==> src/rtl/zion_basic_circuit_lib_skid_buffer.sv <==
// Two-entry valid/ready skid buffer: a main register drives the output and a
// skid register absorbs one beat while downstream stalls. All handshake
// outputs come straight from flops.
// Optional feature: define ZION_SKID_BUF_STALL_CNT_EN to build the saturating
// upstream-stall counter; otherwise oStallCnt is tied to zero.
module zion_basic_circuit_lib_skid_buffer #(
    parameter int unsigned      WIDTH    = 8,
    parameter logic [WIDTH-1:0] INI_DATA = '0
) (
    input  logic             clk,
    input  logic             rst,
    input  logic             iClr,
    input  logic             iVld,
    output logic             oRdy,
    input  logic [WIDTH-1:0] iDat,
    output logic             oVld,
    input  logic             iRdy,
    output logic [WIDTH-1:0] oDat,
    output logic [15:0]      oStallCnt
);

    localparam int unsigned CNT_W = 16;

    typedef enum logic [1:0] {
        EMPTY = 2'd0,
        BUSY  = 2'd1,
        FULL  = 2'd2
    } state_e;

    state_e           state_q;
    logic             vld_q;
    logic             rdy_q;
    logic [WIDTH-1:0] main_q;
    logic [WIDTH-1:0] skid_q;

    logic             xfer_in;
    logic             xfer_out;

    assign xfer_in  = iVld && rdy_q;
    assign xfer_out = vld_q && iRdy;

    assign oVld = vld_q;
    assign oRdy = rdy_q;
    assign oDat = main_q;

    // Occupancy FSM with registered valid/ready and the two data entries
    always_ff @(posedge clk) begin
        if (rst) begin
            state_q <= EMPTY;
            vld_q   <= 1'b0;
            rdy_q   <= 1'b0;
            main_q  <= INI_DATA;
            skid_q  <= INI_DATA;
        end else if (iClr) begin
            state_q <= EMPTY;
            vld_q   <= 1'b0;
            rdy_q   <= 1'b1;
            main_q  <= INI_DATA;
            skid_q  <= INI_DATA;
        end else begin
            case (state_q)
                EMPTY: begin
                    // Ready rises here on the first edge out of reset
                    rdy_q <= 1'b1;
                    if (xfer_in) begin
                        state_q <= BUSY;
                        vld_q   <= 1'b1;
                        main_q  <= iDat;
                    end
                end
                BUSY: begin
                    if (xfer_in && xfer_out) begin
                        main_q <= iDat;
                    end else if (xfer_in) begin
                        state_q <= FULL;
                        rdy_q   <= 1'b0;
                        skid_q  <= iDat;
                    end else if (xfer_out) begin
                        state_q <= EMPTY;
                        vld_q   <= 1'b0;
                    end
                end
                FULL: begin
                    // Ready is low here, so only the output side can move
                    if (xfer_out) begin
                        state_q <= BUSY;
                        rdy_q   <= 1'b1;
                        main_q  <= skid_q;
                    end
                end
                default: begin
                    state_q <= EMPTY;
                    vld_q   <= 1'b0;
                    rdy_q   <= 1'b1;
                end
            endcase
        end
    end

`ifdef ZION_SKID_BUF_STALL_CNT_EN
    logic [CNT_W-1:0] stall_cnt_q;

    // Count cycles where upstream offers data but is back-pressured
    always_ff @(posedge clk) begin
        if (rst || iClr) begin
            stall_cnt_q <= '0;
        end else if (iVld && !rdy_q && (stall_cnt_q != {CNT_W{1'b1}})) begin
            stall_cnt_q <= stall_cnt_q + CNT_W'(1);
        end
    end

    assign oStallCnt = stall_cnt_q;
`else
    assign oStallCnt = CNT_W'(0);
`endif

endmodule
==> config.mk <==
export PLATFORM = sky130hd
export DESIGN_NAME = zion_basic_circuit_lib_skid_buffer
export DESIGN_NICKNAME = d
export VERILOG_FILES = /design/src/rtl/zion_basic_circuit_lib_skid_buffer.sv
export SDC_FILE = /design/constraint.sdc
export NUM_CORES = 1
export LEC_CHECK = 0
export BUFFER_PORTS_ARGS = -buffer_cell sky130_fd_sc_hd__buf_2
export CORE_UTILIZATION = 47
export DETAILED_ROUTE_END_ITERATION = 8
export PLACE_DENSITY = 0.77
export RECOVER_POWER = 25
export SLEW_MARGIN = 10
export SYNTH_ARGS = -nofsm -noshare
export SYNTH_HDL_FRONTEND = slang
export SYNTH_SLANG_ARGS = --single-unit
==> constraint.sdc <==
create_clock -name clk -period 1.4 [get_ports clk]
set_input_delay 0.28 -clock clk [delete_from_list [all_inputs] [get_ports clk]]
set_output_delay 0.28 -clock clk [all_outputs]
set_load 0.01 [all_outputs]
==> metrics.txt <==
status completed; Slew Limit Fails 0; Placed Area 0.00117 mm2; number of I/O port buffers 22; setup TNS after final layout 0 ns; grt ovf 0; Area contributors post-synth dfxtp_1 38%, mux2i_1 15%, buf_4 12%; Fin. Hold Viols 0; MaxCap Viol Count 0; ordered list of cells on the worst path nand2b_1 -> nor3b_2 -> buf_4 -> mux2i_1 -> nor2_1; Starting DRT DRC Count 5; chip width 49.5 um; clock skew 0.00179 ns; Crit. End Element flop; peak supply drop 633 uV; Reg power frac 58.5%; area growth from synthesis to layout 12.8%; share of layout cells above drive strength 1 33.8%; crit path from state_q[1]; startpoint class of the critical path flop; first-pass GRT wire length 3.20 mm; Die Y 49.5 um; worst path bufs/invs 1; Initial DRT Pass Iterations 4; Final #Nets 148; largest net degree at the start of global routing 20; Comb pwr share 15.2%; Site Rows 16; post-synth top area share 37.8%; clk root buf clkbuf_4; Crit path arrival time 1.51 ns; worst hold stages 2; GRT Util Overall 17.0%; vias per cell 4.79; switching share of power 26.7%; worst hold path class input port to flop; post-CTS setup buffer count 0; P per Cell Area 848 mW/mm2; Vias 767; vias in the first global route 768; die area 0.00245 mm2; RSZ-0062 raised after global routing no; number of diodes 0; r2r startpoint state_q[1]; CP Data Required Time 1.59 ns; Post-Place Cells 157; CTS tree done; I/O pin cnt 39; delay-heaviest family, CP simple AND/OR/NAND/NOR gates; synth unique cells 29; final core utilization 58.5%; Routed WL per cell 11.4 um; Skew-Pair Late Insertion Delay 0.29 ns; CP max stage cell dfxtp_2; post-route cell area 0.00119 mm2; Clk pwr share 26.3%; NetSw 271 uW; Seq/Total Area, Yosys 37.8%; HP Start rst; H-tree depth 1; period utilization 94.2%; core area 0.00204 mm2; antenna violations before repair 0; dpl hpwl 1.34 mm; Yosys warnings 0; critical path fanouts, max 9; Avg Cell Area, Syn 9.81 um2; post-route insts no fill 160; Cell Int Power 743 uW; drt drc 0; most frequent cells in the layout 17 x buf_2, 17 x dfxtp_1, 16 x mux2i_1, 16 x conb_1, 15 x nor2_1; Tot Pwr 1.01 mW; synthesized cell area 0.00106 mm2; leakage 0.514 nW; fin crit period 1.32 ns; R2R depth 5; Clock Sinks 20; setup ws final 0.0813 ns; Hold Buf Count CTS 0; GPL Wtd Cong 0.808; clock slew at reported path FFs 0.11 ns; WS Path Type flop to flop; leading area contributor after synthesis dfxtp_1; clock tree buffer depth 2; final setup violation count 0; flop and latch count out of synthesis 20; WP depth 5; Max stage delay on crit path 0.38 ns; worst hold slack 0.130 ns; DP Worst Slack -0.00851 ns; Antenna Nets Post-Route 0; TritonCTS buffer count 3; Starting Density 51.9%; synthesized instance count 108; Highest Clock Rate 758 MHz; drt total wl 1.82 mm
## metal layers
layer | track usage (%) | up-vias | wire [um]
met5 | 0 | - | 0
met4 | 5.71 | 0 | 0
met3 | 4.01 | 0 | 89
met2 | 30.1 | 28 | 894
met1 | 20.1 | 349 | 834
li1 | - | 390 | -
## sequential cells by signal, indices dropped and copies added (netlist names)
name,cells
skid_q,8
oDat,8
state_q,2
oVld,1
oRdy,1
## synth_stat cells
| cell type | n |
|---|---|
| o21a_1 | 1 |
| buf_1 | 1 |
| nand2b_1 | 2 |
| nor2_1 | 15 |
| o22ai_1 | 1 |
| buf_4 | 17 |
| o21bai_1 | 1 |
| a21oi_1 | 4 |
| nand4_1 | 1 |
| a31oi_1 | 1 |
| dfxtp_1 | 20 |
| inv_1 | 1 |
| nand3b_1 | 1 |
| mux2i_1 | 16 |
| nor3b_1 | 1 |
| or2_1 | 1 |
| nand4b_1 | 1 |
| nand2_1 | 3 |
| o221ai_4 | 1 |
| nand4bb_1 | 1 |
| conb_1 | 1 |
| and3_1 | 1 |
| nor2_2 | 2 |
| nand2b_2 | 1 |
| buf_2 | 2 |
| or2_2 | 1 |
| buf_6 | 1 |
| a211oi_2 | 8 |
| inv_2 | 1 |
## power by group through the flow
| stage | clock network [mW] | registers (mW) | logic, mW |
|---|---|---|---|
| 3_5_place_dp | 0 | 0.606 | 0.155 |
| 6_report | 0.267 | 0.593 | 0.154 |
| 5_1_grt | 0.305 | 0.595 | 0.173 |
| 4_1_cts | 0.277 | 0.593 | 0.156 |
| 2_1_floorplan | 0 | 0.610 | 0.129 |
| 3_3_place_gp | 0 | 0.605 | 0.151 |
## final cells by class
type,instances,area (um2)
Fill cell,195,847
Multi-Input combinational cell,80,563
Sequential cell,20,407
Timing Repair Buffer,28,161
Tap cell,27,33.8
Clock buffer,3,22.5
Inverter,2,7.51
## worst register-to-register path, cell delays in order (launching register included)
cell      delay (ns)
dfxtp_2         0.38
nand2b_1        0.18
nor3b_2         0.16
buf_4           0.22
mux2i_1         0.23
nor2_1          0.05
## kinds of logic (layout without fill, tap and decap cells)
| family | count (synthesis) | count (layout) | share of synthesized area (%) |
|---|---|---|---|
| flops | 20 | 20 | 37.8 |
| compound gates | 17 | 17 | 16.4 |
| buf+inv | 23 | 33 | 15.1 |
| other cells | 1 | 16 | 0.354 |
| mux | 16 | 16 | 15.1 |
| simple gates | 31 | 31 | 15.2 |
## worst paths after layout
| path | to | slack [ns] |
|---|---|---|
| setup / recovery | skid_q[0] | 0.08 |
| hold / removal | oRdy | 0.13 |
| setup reg to reg | skid_q[0] | 0.08 |
| hold reg to reg | skid_q[1] | 0.50 |
## repair_timing
item,in CTS,in global routing
endpoints found under the hold margin,0,0
endpoints found under the setup margin,1,17
pin swaps,0,2
resized for setup,1,4
Power figures use the tool's default switching activity.
